===== src/rtl/legv8_main_ctrl_fsm.sv =====
// legv8_main_ctrl_fsm: multi-cycle main control for the LEGv8 core.
// Sequences FETCH/DECODE/EXEC/MEM/WB, drives the datapath enables and the
// 2-bit alu_op for the ALU control stage, and counts retired instructions.
// Optional build macro LEGV8_CTRL_ILLEGAL_TRAP_EN: adds output illegal_op and
// a terminal TRAP state for undecodable opcodes. Without it, an illegal opcode
// retires as a NOP straight out of DECODE.
//
// state  | meaning
// -------+-------------------------------------------------------------------
// FETCH  | read instruction memory, wait for mem_ready, load IR and PC+4
// DECODE | classify opcode, drive alu_op early for the registered ALU control
// EXEC   | ALU op / address calc / branch resolve (CBZ, B retire here)
// MEM    | LDUR read or STUR write, wait for mem_ready (STUR retires here)
// WB     | register file write (ALU result or load data)
// TRAP   | illegal opcode seen; all controls low until reset (macro builds)

module legv8_main_ctrl_fsm #(
  parameter int CNT_W    = 32,
  parameter int OPCODE_W = 11
) (
  input  logic                clock,
  input  logic                reset,
  input  logic [OPCODE_W-1:0] opcode,
  input  logic                alu_zero,
  input  logic                mem_ready,
  output logic                ir_write,
  output logic                pc_write,
  output logic                pc_src,
  output logic                reg2loc,
  output logic                alu_src,
  output logic [1:0]          alu_op,
  output logic                mem_read,
  output logic                mem_write,
  output logic                mem_to_reg,
  output logic                reg_write,
  output logic [CNT_W-1:0]    retire_count
`ifdef LEGV8_CTRL_ILLEGAL_TRAP_EN
  ,
  output logic                illegal_op
`endif
);

  typedef enum logic [2:0] {
    ST_FETCH  = 3'd0,
    ST_DECODE = 3'd1,
    ST_EXEC   = 3'd2,
    ST_MEM    = 3'd3,
    ST_WB     = 3'd4
`ifdef LEGV8_CTRL_ILLEGAL_TRAP_EN
    ,
    ST_TRAP   = 3'd5
`endif
  } state_t;

  typedef enum logic [2:0] {
    CL_R    = 3'd0,
    CL_LDUR = 3'd1,
    CL_STUR = 3'd2,
    CL_CBZ  = 3'd3,
    CL_B    = 3'd4,
    CL_ILL  = 3'd5
  } iclass_t;

  localparam logic [1:0] ALU_ADD  = 2'b00;
  localparam logic [1:0] ALU_PASS = 2'b01;
  localparam logic [1:0] ALU_FUNC = 2'b10;

  state_t     state_q, state_d;
  iclass_t    class_q, dec_class;
  logic       retire;
  logic [10:0] op_field;

  // The fixed encodings below are defined on the top 11 opcode bits.
  assign op_field = opcode[10:0];

  // Opcode classification; only consumed while in DECODE.
  always_comb begin
    dec_class = CL_ILL;
    case (op_field)
      11'b10001011000,
      11'b11001011000,
      11'b10001010000,
      11'b10101010000: dec_class = CL_R;
      11'b11111000010: dec_class = CL_LDUR;
      11'b11111000000: dec_class = CL_STUR;
      default: begin
        if (op_field[10:3] == 8'b10110100) begin
          dec_class = CL_CBZ;
        end else if (op_field[10:5] == 6'b000101) begin
          dec_class = CL_B;
        end
      end
    endcase
  end

  // State register; reset overrides any pending transition.
  always_ff @(posedge clock) begin
    if (reset) begin
      state_q <= ST_FETCH;
    end else begin
      state_q <= state_d;
    end
  end

  // Instruction class is captured on the way out of DECODE.
  always_ff @(posedge clock) begin
    if (reset) begin
      class_q <= CL_ILL;
    end else if (state_q == ST_DECODE) begin
      class_q <= dec_class;
    end
  end

  // Retired-instruction counter; wraps naturally at 2^CNT_W.
  always_ff @(posedge clock) begin
    if (reset) begin
      retire_count <= '0;
    end else if (retire) begin
      retire_count <= retire_count + 1'b1;
    end
  end

  // Next-state and control outputs; every output is forced low during reset.
  always_comb begin
    state_d    = state_q;
    retire     = 1'b0;
    ir_write   = 1'b0;
    pc_write   = 1'b0;
    pc_src     = 1'b0;
    reg2loc    = 1'b0;
    alu_src    = 1'b0;
    alu_op     = ALU_ADD;
    mem_read   = 1'b0;
    mem_write  = 1'b0;
    mem_to_reg = 1'b0;
    reg_write  = 1'b0;
`ifdef LEGV8_CTRL_ILLEGAL_TRAP_EN
    illegal_op = 1'b0;
`endif

    case (state_q)
      ST_FETCH: begin
        mem_read = 1'b1;
        if (mem_ready) begin
          ir_write = 1'b1;
          pc_write = 1'b1;
          state_d  = ST_DECODE;
        end
      end

      ST_DECODE: begin
        case (dec_class)
          CL_R:    alu_op = ALU_FUNC;
          CL_CBZ:  alu_op = ALU_PASS;
          default: alu_op = ALU_ADD;
        endcase
        if (dec_class == CL_ILL) begin
`ifdef LEGV8_CTRL_ILLEGAL_TRAP_EN
          state_d = ST_TRAP;
`else
          state_d = ST_FETCH;
          retire  = 1'b1;
`endif
        end else begin
          state_d = ST_EXEC;
        end
      end

      ST_EXEC: begin
        case (class_q)
          CL_R: begin
            alu_op  = ALU_FUNC;
            state_d = ST_WB;
          end
          CL_LDUR: begin
            alu_src = 1'b1;
            state_d = ST_MEM;
          end
          CL_STUR: begin
            alu_src = 1'b1;
            reg2loc = 1'b1;
            state_d = ST_MEM;
          end
          CL_CBZ: begin
            alu_op   = ALU_PASS;
            reg2loc  = 1'b1;
            pc_src   = 1'b1;
            pc_write = alu_zero;
            state_d  = ST_FETCH;
            retire   = 1'b1;
          end
          CL_B: begin
            pc_src   = 1'b1;
            pc_write = 1'b1;
            state_d  = ST_FETCH;
            retire   = 1'b1;
          end
          default: state_d = ST_FETCH;
        endcase
      end

      ST_MEM: begin
        alu_src = 1'b1;
        if (class_q == CL_STUR) begin
          mem_write = 1'b1;
          reg2loc   = 1'b1;
        end else begin
          mem_read = 1'b1;
        end
        if (mem_ready) begin
          if (class_q == CL_STUR) begin
            state_d = ST_FETCH;
            retire  = 1'b1;
          end else begin
            state_d = ST_WB;
          end
        end
      end

      ST_WB: begin
        reg_write = 1'b1;
        if (class_q == CL_LDUR) begin
          mem_to_reg = 1'b1;
          alu_src    = 1'b1;
        end else begin
          alu_op = ALU_FUNC;
        end
        state_d = ST_FETCH;
        retire  = 1'b1;
      end

`ifdef LEGV8_CTRL_ILLEGAL_TRAP_EN
      ST_TRAP: begin
        illegal_op = 1'b1;
      end
`endif

      default: state_d = ST_FETCH;
    endcase

    if (reset) begin
      retire     = 1'b0;
      ir_write   = 1'b0;
      pc_write   = 1'b0;
      pc_src     = 1'b0;
      reg2loc    = 1'b0;
      alu_src    = 1'b0;
      alu_op     = ALU_ADD;
      mem_read   = 1'b0;
      mem_write  = 1'b0;
      mem_to_reg = 1'b0;
      reg_write  = 1'b0;
`ifdef LEGV8_CTRL_ILLEGAL_TRAP_EN
      illegal_op = 1'b0;
`endif
    end
  end

endmodule


===== config.mk =====
export PLATFORM = sky130hd
export DESIGN_NAME = legv8_main_ctrl_fsm
export DESIGN_NICKNAME = d
export VERILOG_FILES = /design/src/rtl/legv8_main_ctrl_fsm.sv
export SDC_FILE = /design/constraint.sdc
export NUM_CORES = 1
export LEC_CHECK = 0
export BUFFER_PORTS_ARGS = -buffer_cell sky130_fd_sc_hd__buf_4
export CAP_MARGIN = 20
export CORE_ASPECT_RATIO = 0.7
export CORE_MARGIN = 1.5
export CORE_UTILIZATION = 47
export CTS_CLUSTER_DIAMETER = 80
export DETAILED_ROUTE_END_ITERATION = 10
export HOLD_SLACK_MARGIN = 0.05
export PLACE_DENSITY = 0.73
export SLEW_MARGIN = 0
export SYNTH_ARGS = -nofsm -noshare
export SYNTH_HDL_FRONTEND = slang
export SYNTH_SLANG_ARGS = --single-unit

===== constraint.sdc =====
create_clock -name clock -period 2.8 [get_ports clock]
set_input_delay 0.28 -clock clock [delete_from_list [all_inputs] [get_ports clock]]
set_output_delay 0.28 -clock clock [all_outputs]
set_load 0.02 [all_outputs]

==> reports/metrics.yaml, run 1 <==
slew_headroom_pct: 57.0
min_period_ns: 2.55
skew_ns: 0.00880
antenna_found_initial: 0
combPwrFrac_pct: 7.8
postSynthAreaPerCell_um2: 7.84
routed_via_density: 5.99
placed_area_um2: 2710
p_switching_w: 0.000248
yosysWarnings: 0
grt_usage_pct: 22.1
cts-buffers-inserted: 5
io_pins: 58
endpoint_kind: "flip-flop"
ys_async_sr_fraction_pct: 0
final_common_cell: "buf_4"
crit_chain: "inv_2 -> or3_1 -> a311oi_4 -> a41oi_2 -> buf_12 -> or4_1 -> a21oi_1"
rows: 20
final_area_um2: 2800
io_buffers: 57
hold_violations: 0
setup_viol: 0
ys_seq_area_share_pct: 33.8
grt_max_degree: 38
vdd_drop_max_uv: 228
initial_core_util_pct: 50.2
period_share_pct: 91.1
drc: 0
area_growth_pct: 24.4
num_antenna_cells: 0
worstSetupPathType: "flip-flop to flip-flop"
synth_nets: 303
clk_pin_slew_worst_paths_ns: 0.07
p_int_w: 0.000780
cts_max_level: 2
dp_hpwl_mm: 3.92
post_synth_num_cell_types: 50
dieArea_um2: 5220
p_per_area_nw_per_um2: 367
cp.required_ns: 3.01
slowest_delay_ns: 0.50
fmax_mhz: 392
drv_slew: 0
drv_cap: 0
cts_buffer_depth: 2
overflow: 0
wl_per_cell_um: 13.9
coreArea_um2: 4480
synthCells: 287
via_count: 2337
worstPathMaxFanout: 30
routed_wl_mm: 5.43
start_kind: "flip-flop"
dr.pass1.iters: 4
power.static_leakage_nw: 0.974
synth_area_um2: 2250
tightest_slew_ns: 0.639
hold_buffers: 0
cts_setup_buffers: 0
status: "completed"
mostFrequentLayoutCells: "buf_4 (59), dfxtp_1 (38), a21oi_1 (37), nand2_1 (22), or4_1 (21)"
drtIter0Drc: 148
synth_edf_count: 0
antenna_left: 0
arrival_ns: 2.76
root_buffer: "clkbuf_8"
min_path_type: "input port to flip-flop"
synth.ff_latch_count: 38
clockPowerShare_pct: 38.3
finalSetupTns_ns: 0
post_cts_resize_count: 0
seqPwrFrac_pct: 53.9
grt_setup_unrepaired: "false"
synth_ff_type: "dfxtp_1"
cp_slowest_cell: "dfxtp_1"
grt_pass1_vias: 1914
cts.sinks: 38
dieHeight_um: 60.9
nNetsFinal: 350
die_w_um: 85.7
grt_pass1_wl_mm: 9.12
layout-drive-gt1-share_pct: 22.4
p_sw_share_pct: 24.1
clkLatencyLatePin_ns: 0.29
place_congestion: 0.935
cts_tree: "done"
-- sequential cells by signal, summed over array words and instances (netlist names) --
name and flops:
class_q 3, retire_count 32, state_q 3
-- worst max-delay path, delay by kind of cell (launching register included) --
family | cells | cell delay [ns]
and+or+nand+nor | 2 | 0.98
buffers and inverters | 2 | 0.31
AOI/OAI and AO/OA | 3 | 0.67
DFF | 1 | 0.50
-- path summary, 6_finish.rpt --
path / startpoint / end / slack, ns / depth (start not counted)
min: reset / retire_count[4] / 0.24 / 2
max: state_q[0] / retire_count[25] / 0.25 / 7
max reg2reg: state_q[0] / retire_count[25] / 0.25 / 7
min reg2reg: retire_count[26] / retire_count[26] / 0.50 / 2
-- cells by family after synthesis --
group | count (synthesis) | share of synthesized area [%]
multiplexers | 2 | 0.945
AND/OR/NAND/NOR | 123 | 32.0
buffers and inverters | 30 | 6.01
XOR/XNOR | 4 | 1.56
flip-flops | 38 | 33.8
adder cells (fa/ha/maj) | 1 | 0.556
AO/OA/AOI/OAI | 89 | 25.1
-- synth_stat cells (2+ instances only) --
cell type | count | share of area [%]
dfxtp_1 | 38 | 34
a21oi_1 | 37 | 8.2
nand2_1 | 22 | 3.7
or4_1 | 21 | 7.0
o31ai_1 | 20 | 6.7
o21ai_0 | 16 | 3.6
nor2_1 | 15 | 2.5
clkbuf_1 | 13 | 2.2
nand3_1 | 9 | 2.0
or3_1 | 9 | 2.5
inv_1 | 8 | 1.3
nand2b_1 | 7 | 1.9
nand4_1 | 7 | 1.9
nor3_1 | 7 | 1.6
buf_2 | 6 | 1.3
and3_1 | 4 | 1.1
nor3b_1 | 4 | 1.3
nand4b_1 | 3 | 1.2
xnor2_1 | 3 | 1.2
and2_1 | 2 | 0.56
and4_1 | 2 | 0.78
buf_6 | 2 | 1.0
nand3b_1 | 2 | 0.67
o21a_1 | 2 | 0.67
o21bai_1 | 2 | 0.67
or3b_1 | 2 | 0.78
-- metal layers --
layer | up-vias | wire length (um) | part of all wire [%] | GRT usage (%)
met2 | 76 | 2290 | 42 | 33.4
met3 | 4 | 339 | 6.2 | 4.49
met5 | - | 0 | 0 | 0
met1 | 1065 | 2760 | 51 | 32.6
li1 | 1192 | - | - | -
met4 | 0 | 36 | 0.66 | 5.07
-- cell type report --
class,count,area [um^2]
Sequential cell,38,761
Clock inverter,1,5.00
Timing Repair Buffer,61,483
Clock buffer,7,86.3
Fill cell,383,1680
Tap cell,55,68.8
Inverter,9,33.8
Multi-Input combinational cell,219,1360
-- power by group through the flow --
stage	Combinational (W)	Clock, W	Sequential (W)
floorplan	0.0000508	0	0.000562
global placement	0.0000806	0	0.000566
detailed placement	0.0000802	0	0.000566
CTS	0.0000803	0.000400	0.000554
global route	0.0000883	0.000428	0.000555
finish	0.0000804	0.000394	0.000554
-- metrics by stage --
stage	setup WS (ns)	utilization (%)	std cells	total power (W)	hold slack, ns
3_3_place_gp	0.358	60.4	382	0.000647	0.476
4_1_cts	0.254	62.5	390	0.00103	0.241
3_5_place_dp	0.302	60.4	382	0.000647	0.481
6_report	0.250	62.5	390	0.00103	0.244
5_1_grt	0.130	62.5	390	0.00107	0.244
2_1_floorplan	0.513	-	287	0.000613	0.469
No activity file was read; power rests on OpenSTA's default activity.
==> run 2: changes to the inputs <==
--- a/config.mk
+++ b/config.mk
@@ -8,7 +8,6 @@
 export BUFFER_PORTS_ARGS = -buffer_cell sky130_fd_sc_hd__buf_4
 export CAP_MARGIN = 20
 export CORE_ASPECT_RATIO = 0.7
-export CORE_MARGIN = 1.5
 export CORE_UTILIZATION = 47
 export CTS_CLUSTER_DIAMETER = 80
 export DETAILED_ROUTE_END_ITERATION = 10
==> run 2 against run 1 <==
First-iteration DRC count rose by 33%. Clock skew rose by 0.0012 ns. Die area decreased by 2.8%. Setup slack gained 0.059 ns. Critical path depth unchanged. Final cell count is 0.51% higher. Clock-buffer cell count fell by 2. Clock power increased by 19%.
==> reports/metrics.yaml, run 2 (synthesis gave the netlist of run 1 again) <==
status: "completed"
area_growth_pct: 26.1
p_int_w: 0.000847  # +8.6%
clkLatencyLatePin_ns: 0.29  # about the same
fmax_mhz: 401  # +2.4%
grt_usage_pct: 22.8  # +0.72 points
min_period_ns: 2.49  # -0.0586 ns
cts.sinks: 38  # unchanged
post_cts_resize_count: 0  # unchanged
layout-drive-gt1-share_pct: 23.1  # +0.76 points
grt_max_degree: 48  # +26%
mostFrequentLayoutCells: "buf_4 (61), dfxtp_1 (38), a21oi_1 (37), nand2_1 (22), or4_1 (21)"
tightest_slew_ns: 0.727  # +0.0881 ns
place_congestion: 0.873  # -6.6%
num_antenna_cells: 0  # unchanged
min_path_type: "input port to flip-flop"
drc: 0  # unchanged
drtIter0Drc: 197  # +33%
worstPathMaxFanout: 6  # -80%
overflow: 0  # unchanged
drv_slew: 0  # unchanged
finalSetupTns_ns: 0  # unchanged
cts_buffer_depth: 2  # unchanged
fin_util_pct: 63.7  # +1.2 points
rows: 20  # unchanged
io_pins: 58  # unchanged
largest_reg_flops: 32  # unchanged
hold_violations: 0  # unchanged
top_register: "retire_count"
initial_core_util_pct: 50.5  # +0.28 points
root_buffer: "clkbuf_8"
coreArea_um2: 4450  # -0.56%
cts_tree: "done"
routed_wl_mm: 5.56  # +2.5%
dieHeight_um: 59.9  # -1.6%
slew_headroom_pct: 51.0  # -5.9 points
setup_viol: 0  # unchanged
final_common_cell: "buf_4"
worstSetupPathType: "input port to output port"
antenna_found_initial: 0  # unchanged
seqPwrFrac_pct: 50.0  # -3.9 points
p_per_area_nw_per_um2: 390  # +6.2%
vdd_drop_max_uv: 220  # -3.6%
arrival_ns: 2.21  # -0.55 ns
cp.required_ns: 2.52  # -0.49 ns
wl_per_cell_um: 14.2  # +1.9%
dp_hpwl_mm: 3.97  # +1.4%
reg_top3: "retire_count: 32 flops, class_q: 3 flops, state_q: 3 flops"
period_share_pct: 89.0  # -2.1 points
cts_setup_buffers: 0  # unchanged
combPwrFrac_pct: 7.5  # -0.3 points
dr.pass1.iters: 6  # +2
p_sw_share_pct: 23.4  # -0.72 points
clockPowerShare_pct: 42.5  # +4.2 points
drv_cap: 0  # unchanged
dieArea_um2: 5070  # -2.8%
die_w_um: 84.7  # -1.2%
grt_pass1_wl_mm: 9.23  # +1.2%
antenna_left: 0  # unchanged
io_buffers: 57  # unchanged
via_count: 2348  # +0.47%
start_kind: "input port"
holdWs_ns: 0.337  # +0.0926 ns
skew_ns: 0.0100  # +0.00124 ns
routed_via_density: 5.99  # about the same
hold_buffers: 0  # unchanged
endpoint_kind: "output port"
grt_setup_unrepaired: "false"
cts-buffers-inserted: 5  # unchanged
grt_pass1_vias: 1898  # -0.84%
power.static_leakage_nw: 0.987  # +1.3%
reg2reg_slack_ns: 0.38  # +0.13 ns
nNetsFinal: 352  # +0.57%
cts_max_level: 2  # unchanged
clk_pin_slew_worst_paths_ns: 0.08  # about the same
p_switching_w: 0.000259  # +4.4%
## run 2: final cells by class
type	count	area, um^2
flip-flops and latches	38	761
repair buffers	63	498
clock inverters	3	45.0
inverters	9	33.8
clock buffers	5	68.8
well taps	55	68.8
multi-input cells	219	1360
fillers	406	1620
## run 2: critical path, stage by stage
cell and delay, ns:
buf_4 0.11, nor4b_1 0.37, nor2b_1 0.38, a2bb2oi_1 0.24
or4_1 0.51, a21oi_1 0.16, buf_4 0.16
## run 2: through the flow
| stage | power [W] | instance area [um^2] | cells | setup slack, ns |
|---|---|---|---|---|
| 5_1_grt | 0.00115 | 2840 | 392 | 0.133 |
| 2_1_floorplan | 0.000613 | 2250 | 287 | 0.513 |
| 3_3_place_gp | 0.000648 | 2720 | 384 | 0.370 |
| 3_5_place_dp | 0.000648 | 2720 | 384 | 0.346 |
| 4_1_cts | 0.00112 | 2840 | 392 | 0.323 |
| 6_report | 0.00111 | 2840 | 392 | 0.308 |
## run 2: power groups by stage
stage	registers [W]	logic, W	clock network [W]
2_1_floorplan	0.000562	0.0000508	0
3_3_place_gp	0.000565	0.0000824	0
3_5_place_dp	0.000565	0.0000830	0
4_1_cts	0.000553	0.0000833	0.000481
5_1_grt	0.000554	0.0000914	0.000509
6_report	0.000553	0.0000831	0.000470
## run 2: per-layer routing
layer,vias to the layer above,GRT usage (%),part of all wire [%]
met1,1085,33.1,51
met2,73,34.5,42
met5,-,0,0
met4,0,5.08,0.49
li1,1188,-,-
met3,2,5.39,7.0
## run 2: final timing paths
| check | cells past startpoint | from | endpoint |
|---|---|---|---|
| worst max-delay path | 7 | opcode[5] | alu_op[1] |
| worst min-delay path | 3 | mem_ready | state_q[0] |
| worst max register to register | 6 | retire_count[7] | retire_count[31] |
| worst min register to register | 2 | retire_count[28] | retire_count[28] |
==> run 3: changes to the inputs <==
==> constraint.sdc (replaced) <==
create_clock -name clock -period 2.7 [get_ports clock]
set_input_delay 0.27 -clock clock [delete_from_list [all_inputs] [get_ports clock]]
set_output_delay 0.27 -clock clock [all_outputs]
set_load 0.02 [all_outputs]
==> run 3 against run 2 <==
Critical path type is now flip-flop to flip-flop. Clock-buffer cell count increased by 1. Worst hold slack improved by 0.0019 ns. First-iteration DRC count decreased by 15%. Sequential power increased by 3.8%. Flip-flop and latch count unchanged. The flow now finishes with violations (design-rule violations).
==> reports/metrics.yaml, run 3 (synthesis gave the netlist of run 1 again) <==
tightest_slew_ns: 0.536  # -0.190 ns
dr.pass1.iters: 10  # +4
clkLatencyLatePin_ns: 0.29  # about the same
cp.required_ns: 2.91  # +0.39 ns
dieHeight_um: 59.9  # unchanged
num_antenna_cells: 0  # unchanged
cp_common_cell: "nand4_1"
skew_ns: 0.00739  # -0.00265 ns
overflow: 0  # unchanged
reg_top3: "retire_count: 32 flops, class_q: 3 flops, state_q: 3 flops"
fill_cells: 391  # -3.7%
antenna_left: 0  # unchanged
io_buffers: 57  # unchanged
rows: 20  # unchanged
hold_violations: 0  # unchanged
root_buffer: "clkbuf_8"
drv_slew: 0  # unchanged
top_register: "retire_count"
reg2reg_slack_ns: 0.31  # -0.07 ns
worstPathMaxFanout: 8  # +2
cts.sinks: 38  # unchanged
clk_pin_slew_worst_paths_ns: 0.07  # about the same
grt_max_degree: 48  # unchanged
cts_max_level: 2  # unchanged
arrival_ns: 2.60  # +0.39 ns
wl_per_cell_um: 14.2  # +0.18%
dieArea_um2: 5070  # unchanged
status: "finished with violations"
cts-buffers-inserted: 5  # unchanged
place_congestion: 0.903  # +3.4%
initial_core_util_pct: 50.5  # unchanged
combPwrFrac_pct: 8.3  # +0.8 points
grt_pass1_vias: 1822  # -4.0%
coreArea_um2: 4450  # unchanged
start_kind: "flip-flop"
crit_chain: "nand4_1 -> nor3_1 -> nand4_1 -> or3b_2 -> or4_1 -> a21oi_1"
hold_buffers: 0  # unchanged
cp_slowest_cell: "or3b_2"
min_period_ns: 2.39
drtIter0Drc: 168  # -15%
final_common_cell: "buf_4"
io_pins: 58  # unchanged
via_count: 2322  # -1.1%
largest_reg_flops: 32  # unchanged
grt_pass1_wl_mm: 8.77  # -5.0%
post_cts_resize_count: 0  # unchanged
drc: 2  # +2
layout-drive-gt1-share_pct: 23.1  # unchanged
seqPwrFrac_pct: 54.9  # +4.9 points
antenna_found_initial: 0  # unchanged
p_int_w: 0.000801  # -5.4%
routed_via_density: 5.92  # -1.1%
slowest_delay_ns: 0.52  # about the same
cts_tree: "done"
grt_setup_unrepaired: "false"
p_sw_share_pct: 23.3  # -0.075 points
period_share_pct: 88.5
violations: "design-rule violations"
grt_usage_pct: 21.9  # -0.89 points
nNetsFinal: 354  # +0.57%
cts_buffer_depth: 2  # unchanged
worstSetupPathType: "flip-flop to flip-flop"
cts_setup_buffers: 0  # unchanged
finalSetupTns_ns: 0  # unchanged
endpoint_kind: "flip-flop"
worstRegToRegCells: 6  # unchanged
p_per_area_nw_per_um2: 371  # -5.0%
dp_hpwl_mm: 3.90  # -1.7%
drv_cap: 0  # unchanged
setup_viol: 0  # unchanged
fin_util_pct: 63.3  # -0.37 points
min_path_type: "input port to flip-flop"
clockPowerShare_pct: 36.8  # -5.7 points
slew_headroom_pct: 64.1  # +13 points
power.static_leakage_nw: 0.988  # +0.11%
mostFrequentLayoutCells: "buf_4 (63), dfxtp_1 (38), a21oi_1 (37), nand2_1 (22), or4_1 (21)"
routed_wl_mm: 5.57  # +0.18%
min_path_cells: 3  # unchanged
vdd_drop_max_uv: 264  # +20%
p_switching_w: 0.000244  # -5.8%
fmax_mhz: 419
area_growth_pct: 25.4
die_w_um: 84.7  # unchanged
## run 3: changes by cell type in the layout (fill, tap and decap cells not counted), sizes merged
cell / change
clkbuf: +1
buf: +2
clkinvlp: -2
bufinv: -1
## run 3: layout make-up
| cell class | instances | area (um^2) | area share, % |
|---|---|---|---|
| repair buffers | 65 | 513 | 18.2 |
| inverters | 9 | 33.8 | 1.20 |
| flip-flops and latches | 38 | 761 | 27.0 |
| clock buffers | 6 | 82.6 | 2.93 |
| multi-input cells | 219 | 1360 | 48.3 |
| well taps | 55 | 68.8 | 2.44 |
## run 3: path summary, 6_finish.rpt
kind,startpoint,endpoint
worst max-delay path,retire_count[7],retire_count[31]
worst min-delay path,mem_ready,state_q[1]
worst max register to register,retire_count[7],retire_count[31]
worst min register to register,retire_count[14],retire_count[14]
## run 3: power by group through the flow
stage | logic [W] | clock network [W] | registers, W
6_report | 0.0000869 | 0.000385 | 0.000574
5_1_grt | 0.0000953 | 0.000416 | 0.000574
4_1_cts | 0.0000865 | 0.000397 | 0.000573
2_1_floorplan | 0.0000527 | 0 | 0.000583
3_3_place_gp | 0.0000856 | 0 | 0.000586
3_5_place_dp | 0.0000860 | 0 | 0.000586
## run 3: worst max-delay path: cells and delay by family, from the launching register on
family / cells / cell delay (ns)
AND/OR/NAND/NOR: 5 / 1.73
flip-flops: 1 / 0.44
AO/OA/AOI/OAI: 1 / 0.16
## run 3: routing by layer
layer	global-route usage, %	wire [um]	part of all wire (%)	vias up
met2	30.5	2290	41	70
li1	-	-	-	1186
met4	6.54	49	0.88	0
met5	0	0	0	-
met3	4.83	321	5.8	5
met1	33.3	2910	52	1061
## run 3: metrics by stage
step	setup slack, ns	instance area, um^2	hold WS (ns)	power [W]	instances
finish	0.312	2820	0.339	0.00105	392
global route	0.154	2820	0.347	0.00109	392
CTS	0.322	2820	0.320	0.00106	392
detailed placement	0.327	2740	0.487	0.000672	386
global placement	0.345	2740	0.477	0.000672	386
floorplan	0.426	2250	0.459	0.000635	287
